### src/rtl/seven_seg_pkg.sv
// Shared types and constants for the seven-segment scan controller and its
// digit register file.
package seven_seg_pkg;

    typedef enum logic [0:0] {GUARD, SHOW} scan_state_t;

    localparam int NUM_DIGITS = 8;
    localparam int SEL_W      = $clog2(NUM_DIGITS);

    typedef logic [3:0]       hex_t;
    typedef logic [SEL_W-1:0] digit_idx_t;

    // Digit order 0..7 wraps naturally in the 3-bit index.
    function automatic digit_idx_t next_digit(input digit_idx_t d);
        return d + digit_idx_t'(1);
    endfunction

endpackage

### src/rtl/seven_seg_digit_rf.sv
// 8 x 4-bit digit register file: one write port and one combinational read
// port that forwards a same-cycle write to the addressed digit.
module seven_seg_digit_rf
    import seven_seg_pkg::*;
(
    input  logic       clk,
    input  logic       rst_n,
    input  logic       wr_en,
    input  logic [2:0] wr_addr,
    input  logic [3:0] wr_data,
    input  logic [2:0] rd_addr,
    output logic [3:0] rd_data
);

    hex_t                  digit_reg [NUM_DIGITS];
    logic [NUM_DIGITS-1:0] wr_hit;

    generate
        for (genvar gi = 0; gi < NUM_DIGITS; gi++) begin : g_wr_decode
            assign wr_hit[gi] = wr_en && (wr_addr == SEL_W'(gi));
        end
    endgenerate

    always_ff @(posedge clk or negedge rst_n) begin
        if (!rst_n) begin
            for (int i = 0; i < NUM_DIGITS; i++) begin
                digit_reg[i] <= '0;
            end
        end else begin
            for (int i = 0; i < NUM_DIGITS; i++) begin
                if (wr_hit[i]) begin
                    digit_reg[i] <= wr_data;
                end
            end
        end
    end

    // Forwarding lets the caller register the value that will be stored.
    assign rd_data = (wr_en && (wr_addr == rd_addr)) ? wr_data : digit_reg[rd_addr];

endmodule

### src/rtl/seven_seg_scan_ctrl.sv
// Time-multiplexed scan controller for an 8-digit seven-segment display with
// a blanking guard interval at the start of every digit slot.
module seven_seg_scan_ctrl
    import seven_seg_pkg::*;
#(
    parameter int REFRESH_DIV  = 100000,
    parameter int GUARD_CYCLES = 1000
) (
    input  logic       clk,
    input  logic       rst_n,
    input  logic       scan_en,
    input  logic       wr_en,
    input  logic [2:0] wr_addr,
    input  logic [3:0] wr_data,
    input  logic [7:0] digit_en,
    output logic [3:0] num,
    output logic [2:0] sel,
    output logic       blank,
    output logic       frame_done
);

    localparam int CW = $clog2(REFRESH_DIV);
    localparam logic [CW-1:0] GUARD_LAST = CW'(GUARD_CYCLES - 1);
    localparam logic [CW-1:0] SLOT_LAST  = CW'(REFRESH_DIV - 1);
    localparam digit_idx_t    LAST_DIGIT = digit_idx_t'(NUM_DIGITS - 1);

    scan_state_t   state_reg, state_next;
    logic [CW-1:0] cnt_reg, cnt_next;
    digit_idx_t    sel_reg, sel_next;
    hex_t          num_reg, num_next;
    logic          blank_reg, blank_next;
    logic          frame_reg, frame_next;

    seven_seg_digit_rf u_rf (
        .clk     (clk),
        .rst_n   (rst_n),
        .wr_en   (wr_en),
        .wr_addr (wr_addr),
        .wr_data (wr_data),
        .rd_addr (sel_next),
        .rd_data (num_next)
    );

    always_comb begin
        state_next = state_reg;
        cnt_next   = cnt_reg;
        sel_next   = sel_reg;
        blank_next = 1'b1;
        frame_next = 1'b0;
        if (scan_en) begin
            case (state_reg)
                GUARD: begin
                    cnt_next = cnt_reg + CW'(1);
                    if (cnt_reg == GUARD_LAST) begin
                        state_next = SHOW;
                        blank_next = ~digit_en[sel_reg];
                    end
                end
                SHOW: begin
                    if (cnt_reg == SLOT_LAST) begin
                        cnt_next   = '0;
                        sel_next   = next_digit(sel_reg);
                        state_next = GUARD;
                        frame_next = (sel_reg == LAST_DIGIT);
                    end else begin
                        cnt_next   = cnt_reg + CW'(1);
                        blank_next = ~digit_en[sel_reg];
                    end
                end
                default: begin
                    state_next = GUARD;
                    cnt_next   = '0;
                end
            endcase
        end
    end

    always_ff @(posedge clk or negedge rst_n) begin
        if (!rst_n) begin
            state_reg <= GUARD;
            cnt_reg   <= '0;
            sel_reg   <= '0;
            num_reg   <= '0;
            blank_reg <= 1'b1;
            frame_reg <= 1'b0;
        end else begin
            state_reg <= state_next;
            cnt_reg   <= cnt_next;
            sel_reg   <= sel_next;
            num_reg   <= num_next;
            blank_reg <= blank_next;
            frame_reg <= frame_next;
        end
    end

    assign num        = num_reg;
    assign sel        = sel_reg;
    assign blank      = blank_reg;
    assign frame_done = frame_reg;

endmodule

### config.mk
export PLATFORM = sky130hd
export DESIGN_NAME = seven_seg_scan_ctrl
export DESIGN_NICKNAME = d
export VERILOG_FILES = /design/src/rtl/seven_seg_pkg.sv /design/src/rtl/seven_seg_digit_rf.sv /design/src/rtl/seven_seg_scan_ctrl.sv
export SDC_FILE = /design/constraint.sdc
export NUM_CORES = 1
export LEC_CHECK = 0
export CAP_MARGIN = 5
export CORE_ASPECT_RATIO = 1.2
export CORE_UTILIZATION = 45
export CTS_CLUSTER_DIAMETER = 50
export CTS_CLUSTER_SIZE = 24
export DETAILED_ROUTE_END_ITERATION = 8
export PLACE_DENSITY_LB_ADDON = 0.25
export SYNTH_ARGS = -nofsm -noshare
export SYNTH_HDL_FRONTEND = slang
export SYNTH_SLANG_ARGS = --single-unit
### constraint.sdc
create_clock -name clk -period 2.75 [get_ports clk]
set_input_delay 0.55 -clock clk [delete_from_list [all_inputs] [get_ports clk]]
set_output_delay 0.55 -clock clk [all_outputs]
set_load 0.005 [all_outputs]
==> results of run 1 <==
[where the power goes]
group | leakage [nW] | internal, mW | switching, mW
sequential | 0.729 | 1.04 | 0.139
clock | 0.123 | 0.624 | 0.338
combinational | 0.765 | 0.285 | 0.195
[logic make-up (layout without fill, tap and decap cells)]
kind of cell,count (synthesis),count (layout)
simple gates,95,96
flops,59,59
mux,49,49
compound gates,28,28
xor+xnor,18,18
buf+inv,11,65
fa+ha+maj,3,3
[cell type report]
cell class                 count  area, sq um
clock buffer                  11          141
clock inverter                 5          100
fill                         526         2680
inverter                       5         18.8
multi-input combinational    194         1580
sequential                    59         1480
tap                           85          106
timing repair buffer          44          418
[worst max path at each step]
stage                           startpoint                to  slack, ps  cells after the start
CTS                 cnt_reg[1]$_DFFE_PN0P_  num[2]$_DFF_PN0_          2                      8
global route        cnt_reg[1]$_DFFE_PN0P_  num[3]$_DFF_PN0_         10                     10
floorplan           cnt_reg[0]$_DFFE_PN0P_  num[0]$_DFF_PN0_        160                      9
finish              cnt_reg[8]$_DFFE_PN0P_  num[3]$_DFF_PN0_        100                      9
global placement                   scan_en  num[3]$_DFF_PN0_         60                      7
detailed placement  cnt_reg[1]$_DFFE_PN0P_  num[3]$_DFF_PN0_         10                      8
[stage by stage]
| stage | hold WS (ps) | power (mW) |
|---|---|---|
| after detailed placement | 496 | 1.68 |
| after global placement | 488 | 1.66 |
| after global routing | 319 | 2.75 |
| final | 263 | 2.62 |
| after floorplan | 254 | 1.49 |
| after CTS | 272 | 2.64 |
[timing repair]
action,in CTS,in global routing
buffers inserted,0,5
gates resized for setup,0,2
endpoints found under the setup margin,0,4
[placed cells by master (no fill, tap or decap), drive strengths merged, types with 4 or more instances in the layout]
cell           netlist  layout
dfrtp               58      58
mux2                38      38
nand2               28      28
clkdlybuf4s50        0      26
nor2                24      25
buf                  2      18
clkbuf               4      11
xnor2               10      10
nand4               10      10
mux2i                9       9
xor2                 8       8
o21ai                7       7
a211oi               5       5
nor3                 5       5
inv                  4       4
nand3                4       4
or3b                 4       4
a22oi                4       4
a32o                 4       4
a221oi               4       4
nand4b               4       4
[layer usage]
metal  vias up  track usage, %  share of wire, %
met5         -               0                 0
met4         0            11.0               2.4
met3        13            4.04               2.8
met2        41            33.6                51
met1      1118            24.5                43
li1       1070               -                 -
[worst register-to-register path: stages, from the launching register on]
cell and delay [ps]:
dfrtp_1 420, nand4b_2 310, or4_4 620, nor3_4 250, buf_12 150, buf_4 110, o21ai_1 50, a32o_1 290
a221oi_1 200, mux2_2 190
==> flow_summary.toml, run 1 <==
[run_status]
outcome = "finished, final reports clean"

[grt]
grtUsageTotal_pct = 20.2
grt_max_degree = 31
grt_pass1_wl_um = 11000
grt_overflow = 0
antenna_found_initial = 0
grt_pass1_vias = 2269

[routing]
drtPass1Iterations = 4
routedWlPerCell_um = 15.9
detail_route.iter0.violations = 109
drcViolationCount = 0
num_vias = 2242
via_per_inst = 5.56
wl_um = 6420
ant_nets = 0

[sta]
fin_crit_sh_pct = 96.5
period_minus_slack_ps = 2650
hold_violations = 0
max_slew_margin_pct = 52.2
drv_slew = 0
rsz0062_at_grt = "false"
skew_ps = 6.31
setup-tns-final_ps = 0
worst_slack_ps = 97.1
tightest_slew_ps = 717
max_freq_ghz = 0.377
setup-violations-final = 0

[worst_hold_path]
min_path_type = "in -> async"

[worst_setup_path]
path_class = "reg -> reg"
critPathBufInv = 2
cp-start-kind = "flop"
slowest_delay_ps = 620
timing.rr.start = "cnt_reg[8]$_DFFE_PN0P_"
cp_cell_sequence = "nand4b_2, or4_4, nor3_4, buf_12, buf_4, o21ai_1, a32o_1, a221oi_1, mux2_2"
reg2reg_depth = 9
crit_family = "simple AND/OR/NAND/NOR gates"
r2r-end = "num[3]$_DFF_PN0_"
crit_path_end_kind = "flop"
crit_arrival_ps = 2930
cp_max_fo = 8
crit_required_ps = 3030
slowest_stage = "or4_4"
r2r_slack_ps = 100

[synth]
synth_simple_gate_area_share_pct = 18.6
synth_xor_area_share_pct = 5.34
avgSynthCellArea_sq_um = 11.8
synth_area_leaders = "dfrtp_1 (47%), mux2_2 (14%), nand2_1 (3.4%)"
synthTopCellsByCount = "dfrtp_1 (58), mux2_2 (38), nand2_1 (28)"
ys_ff_latch = 59
ys_warn_count = 0
synth.top_cell.area_share_pct = 46.9
synth-main-ff-cell = "dfrtp_1"
async_flop_share_pct = 100
yosys.cell_count.top_type = "dfrtp_1"
yosysTopAreaCell = "dfrtp_1"
synth_fa_ha_area_share_pct = 1.21
synthMuxAreaShare_pct = 18.2
ys_types = 47
syn_nets = 285
synth-compound-area-share_pct = 7.32
synth_top_family_by_area = "simple AND/OR/NAND/NOR gates"
mappedNetlistArea_sq_um = 3100
seq_area_frac_synth_pct = 47.7
postSynthCellCount = 263
synth-edff-count = 0

[run]
cap_violations = 0

[floorplanning]
coreArea_sq_um = 6530
rows = 32
start_util_pct = 47.4
die_w_um = 77.7
die_h_um = 92.9
pin_count = 28
die-area_sq_um = 7220

[placed_design]
port_buffers = 27
place.gp.congestion = 0.821
place_inst = 381
dp_slack_ps = 12.2
place_area_sq_um = 3540
hpwl_um = 4620

[clocking]
cts_buffers = 9
root_buffer = "clkbuf_8"
clkTransAtPathRegs_ps = 60
clockBufferDepth = 2
hold_buffers = 0
clock_latency_ps = 340
cts_tree = "yes"
cts_sinks = 59
htree_levels = 3

[layout]
largest_reg_flops = 32
final_cell_area_sq_um = 3840
final_cell_count_no_fill = 403
fin_nets = 335
drive_gt1_share_pct = 27.7
area_growth_pct = 24.2
post-route-util_pct = 58.9
num_antenna_cells = 0

[pwr]
vdd_drop_max_mv = 0.397
power.density_nw_per_um2 = 682
power_leakage_nw = 1.62
Note: power is estimated with default switching activity, not from simulation.
==> run 2: changes to the inputs <==
--- a/config.mk
+++ b/config.mk
@@ -12,6 +12,7 @@
 export CTS_CLUSTER_SIZE = 24
 export DETAILED_ROUTE_END_ITERATION = 8
 export PLACE_DENSITY_LB_ADDON = 0.25
+export SKIP_LAST_GASP = 1
 export SYNTH_ARGS = -nofsm -noshare
 export SYNTH_HDL_FRONTEND = slang
 export SYNTH_SLANG_ARGS = --single-unit
==> results of run 2 <==
No change in the layout: final DEF, timing and power equal those of run 1.
==> run 3: changes to the inputs <==
--- a/config.mk
+++ b/config.mk
@@ -5,10 +5,10 @@
 export SDC_FILE = /design/constraint.sdc
 export NUM_CORES = 1
 export LEC_CHECK = 0
+export ABC_CLOCK_PERIOD_IN_PS = 2750
 export CAP_MARGIN = 5
 export CORE_ASPECT_RATIO = 1.2
 export CORE_UTILIZATION = 45
-export CTS_CLUSTER_DIAMETER = 50
 export CTS_CLUSTER_SIZE = 24
 export DETAILED_ROUTE_END_ITERATION = 8
 export PLACE_DENSITY_LB_ADDON = 0.25
==> results of run 3 <==
No change in the layout: final DEF, timing and power equal those of run 1.
==> RTL edit 1: new RTL, flow settings as in run 3 <==
Reset style: synchronous (`rst_n`), changed in 2 clocked blocks.
--- a/src/rtl/seven_seg_digit_rf.sv
+++ b/src/rtl/seven_seg_digit_rf.sv
@@ -22,5 +22,5 @@
     endgenerate
 
-    always_ff @(posedge clk or negedge rst_n) begin
+    always_ff @(posedge clk) begin
         if (!rst_n) begin
             for (int i = 0; i < NUM_DIGITS; i++) begin
--- a/src/rtl/seven_seg_scan_ctrl.sv
+++ b/src/rtl/seven_seg_scan_ctrl.sv
@@ -76,5 +76,5 @@
     end
 
-    always_ff @(posedge clk or negedge rst_n) begin
+    always_ff @(posedge clk) begin
         if (!rst_n) begin
             state_reg <= GUARD;
Behaviour: differs if rst_n is asserted again (counterexample within 4 cycles, from zero or initial values and one cycle with rst_n low); with rst_n held inactive, the same outputs for 10 cycles.
==> RTL edit 1 against run 3 <==
- global-route usage increased by 3.4 points
- die area increased by 3.8%
- area after synthesis increased by 3.9%
- fmax increased by 4.7%
- sequential cell count unchanged
- setup slack improved by 0.12 ns
- final area increased by 3.3%
- wire length increased by 24%
- critical endpoint is now num[1]$_SDFF_PN0_
- largest cell class unchanged
Power is not compared: it rests on default switching activity, and its combinational part moved more than twofold at a synthesized area within 25%.
==> RTL edit 1: results (changes against run 3) <==
synth-adder-area-share: 0.0117  # -0.000453
track_usage: 0.236  # +0.0338
ys_async_sr_fraction: 0  # -1.00
finalWeightedCongestion: 0.902  # +9.9%
inv_count: 12  # +7
utilization: 0.579  # -0.00974
synth.distinct_cells: 50  # +6.4%
r2r_start: "cnt_reg[11]$_SDFFE_PN0P_"
dp_slack_ns: 0.0393  # +0.0271 ns
slowest_stage: "or4_1"
syn-num-nets: 344  # +21%
grt_max_degree: 25  # -19%
synthTopCellsByCount: "nor2_1 (50), edfxtp_1 (32), nand2_1 (32), dfxtp_1 (27), clkbuf_1 (13)"
die_x_um: 79.2  # +1.9%
status: "finished, final reports clean"
synth-xor-area-share: 0.0490  # -0.00433
dr.pass1.iters: 6  # +2
fin_cells: 465  # +15%
synth_edf_count: 32  # +32
hold_ws_ns: 0.513  # +0.250 ns
routed_wl_mm: 7.93  # +24%
viasPerCell: 5.74  # +3.1%
multi_input_area_share: 0.406  # -0.00585
reg2regPathDepth: 6  # -3
grt_pass1_wl_mm: 12.9  # +17%
RTL edit 1: changes by cell type in the layout (fill, tap and decap cells not counted), sizes merged, moves of 11 or more:
cell	change
dfxtp	+27
nor2	+25
mux2	-28
dfrtp	-58
edfxtp	+32
buf	+11
RTL edit 1: power groups by stage:
stage / logic (mW) / registers, mW / clock network, mW
final: 0.165 / 0.997 / 0.866
after CTS: 0.164 / 0.997 / 0.884
after global placement: 0.161 / 1.01 / 0
after floorplan: 0.0888 / 1.01 / 0
after global routing: 0.180 / 1.00 / 0.918
after detailed placement: 0.164 / 1.02 / 0
RTL edit 1: per-layer routing:
| layer | part of all wire | track usage |
|---|---|---|
| met1 | 0.41 | 0.256 |
| met2 | 0.51 | 0.404 |
| met3 | 0.040 | 0.0464 |
| met4 | 0.043 | 0.177 |
| met5 | 0 | 0 |
RTL edit 1: repair_timing:
| item | 4_1_cts | 5_1_grt |
|---|---|---|
| resized for setup | 0 | 1 |
| endpoints found under the setup margin | 0 | 1 |
| setup buffers | 0 | 0 |
==> RTL edit 2: new RTL, settings of run 3 <==
Without the edit above. Change the parameter `REFRESH_DIV` from 100000 to 200000.
--- a/src/rtl/seven_seg_scan_ctrl.sv
+++ b/src/rtl/seven_seg_scan_ctrl.sv
@@ -4,5 +4,5 @@
     import seven_seg_pkg::*;
 #(
-    parameter int REFRESH_DIV  = 100000,
+    parameter int REFRESH_DIV  = 200000,
     parameter int GUARD_CYCLES = 1000
 ) (
Formal check against the unedited RTL: no difference found for any inputs over 10 cycles, from zero or initial values and one cycle with rst_n low; that may be too few to reach the edited logic, so the function may still have changed.
==> RTL edit 2 against run 3 <==
- clock power down 16%
- die area up 5.5%
- power down 8.2%
- cell count up 2.2%
- via count up 6.7%
- global-route usage up 1.8 points
- setup slack better by 0.26 ns
- sequential cell count up 1
- final area up 1.8%
- area after synthesis up 5.6%
- wire length up 15%
- count of clock-buffer cells in the layout down 2
- highest routed layer unchanged
==> RTL edit 2: results (changes against run 3) <==
status: "finished, final reports clean"
fin_cells: 412  # +2.2%
synthTopCellsByCount: "dfrtp_1 (59), mux2_2 (46), nand2_1 (27), nor2_1 (15), o21ai_0 (14)"
synth_warnings: 0  # unchanged
cts.clk_slew.worst_paths_ns: 0.07
crit_fanout: 4  # -4
synth.distinct_cells: 43  # -8.5%
wl_met2_mm: 3.98  # +21%
netlist_top_cells_area: "dfrtp_1 (45%), mux2_2 (16%), mux4_2 (6.9%)"
track_usage: 0.219  # +0.0175
dp.cells: 396  # +3.9%
wl_per_cell_um: 17.9  # +13%
drive_gt1_frac: 0.298  # +0.0217
p_leak_nw: 1.59  # -1.8%
finalWeightedCongestion: 0.842  # +2.6%
use_met1: 0.251  # +0.00602
syn-num-nets: 302  # +6.0%
viasPerCell: 5.81  # +4.4%
final_nets: 342  # +2.1%
met2_usage: 0.396  # +0.0605
grt_max_degree: 33  # +6.5%
grt_pass1_wl_mm: 12.2  # +11%
cts_buffers: 9  # unchanged
fin_skew_ns: 0.00602  # -0.000286 ns
met3_usage: 0.0392  # -0.00116
wl_met1_mm: 3.04  # +9.4%
largest_register_ff_count: 32  # unchanged
p_int_mw: 1.73  # -11%
drt_iter0_drc: 77  # -29%
peakVddDrop_mv: 0.396  # -0.25%
met3_length_um: 211  # +17%
maxCapViolations: 0  # unchanged
slowest_stage: "or4_4"
worstPathArrival_ns: 2.62  # -0.31 ns
max_stage_delay_ns: 0.58  # -0.04 ns
hold_class: "in2async"
first_global_vias: 2464  # +8.6%
place_hpwl_mm: 5.30  # +15%
ys_seq_area_frac: 0.460  # -0.0177
dr.pass1.iters: 7  # +3
netlist_instances: 280  # +6.5%
worst_slew_pin_slew_ns: 0.721  # +0.00397 ns
==> RTL edit 2: cell count changes in the layout (fill, tap and decap cells not counted), moves of 4 or more <==
cell      before  now
a221oi_1       4    0
nor2b_1        0    4
nor2_1        23   15
o21ai_0        4   14
or3b_1         4    0
a22oi_1        4    0
xor2_1         7    3
a32o_1         4    0
mux2_2        38   46
mux4_2         2   10
==> RTL edit 2: power groups by stage <==
stage | Combinational [mW] | Sequential (mW) | Clock [mW]
6_report | 0.429 | 1.17 | 0.804
5_1_grt | 0.473 | 1.19 | 0.861
4_1_cts | 0.437 | 1.17 | 0.820
3_5_place_dp | 0.434 | 1.18 | 0
3_3_place_gp | 0.424 | 1.18 | 0
2_1_floorplan | 0.297 | 1.14 | 0
==> RTL edit 2: logic make-up (layout without fill, tap and decap cells) <==
group | Yosys count | count (layout) | synth area share
adder cells (fa/ha/maj) | 3 | 3 | 0.0115
AND/OR/NAND/NOR | 90 | 90 | 0.154
AO/OA/AOI/OAI | 34 | 34 | 0.0658
flip-flops | 60 | 60 | 0.460
buffers and inverters | 14 | 59 | 0.0165
multiplexers | 65 | 65 | 0.255
XOR/XNOR | 14 | 14 | 0.0375
==> RTL edit 2: stage by stage <==
stage | setup WS [ns] | instance area, um2 | util | hold slack [ns] | power (mW)
after floorplan | 0.313 | 3270 | - | 0.254 | 1.44
after CTS | 0.356 | 3920 | 0.564 | 0.266 | 2.43
after global placement | 0.280 | 3710 | 0.536 | 0.481 | 1.60
final | 0.360 | 3920 | 0.564 | 0.256 | 2.41
after global routing | 0.218 | 3920 | 0.564 | 0.302 | 2.53
after detailed placement | 0.216 | 3710 | 0.536 | 0.487 | 1.62
==> RTL edit 2: path summary, 6_finish.rpt <==
| kind | slack, ns | to | startpoint | cells past startpoint |
|---|---|---|---|---|
| max in group asynchronous | 1.88 | u_rf.digit_reg[9]$_DFFE_PN0P_ | rst_n | 2 |
| max reg2reg | 0.36 | num[0]$_DFF_PN0_ | cnt_reg[12]$_DFFE_PN0P_ | 6 |
| min in group clk | 0.50 | cnt_reg[13]$_DFFE_PN0P_ | cnt_reg[13]$_DFFE_PN0P_ | 1 |
| min reg2reg | 0.50 | cnt_reg[13]$_DFFE_PN0P_ | cnt_reg[13]$_DFFE_PN0P_ | 1 |
| max | 0.36 | num[0]$_DFF_PN0_ | cnt_reg[12]$_DFFE_PN0P_ | 6 |
| min | 0.26 | cnt_reg[13]$_DFFE_PN0P_ | rst_n | 1 |
==> RTL edit 2: final cells by class <==
type                    count  area, um2
flip-flops and latches     60       1500
fillers                   621       3020
clock buffers               9        124
repair buffers             41        383
inverters                   2       7.51
well taps                  87        109
clock inverters             7       76.3
multi-input cells         206       1710
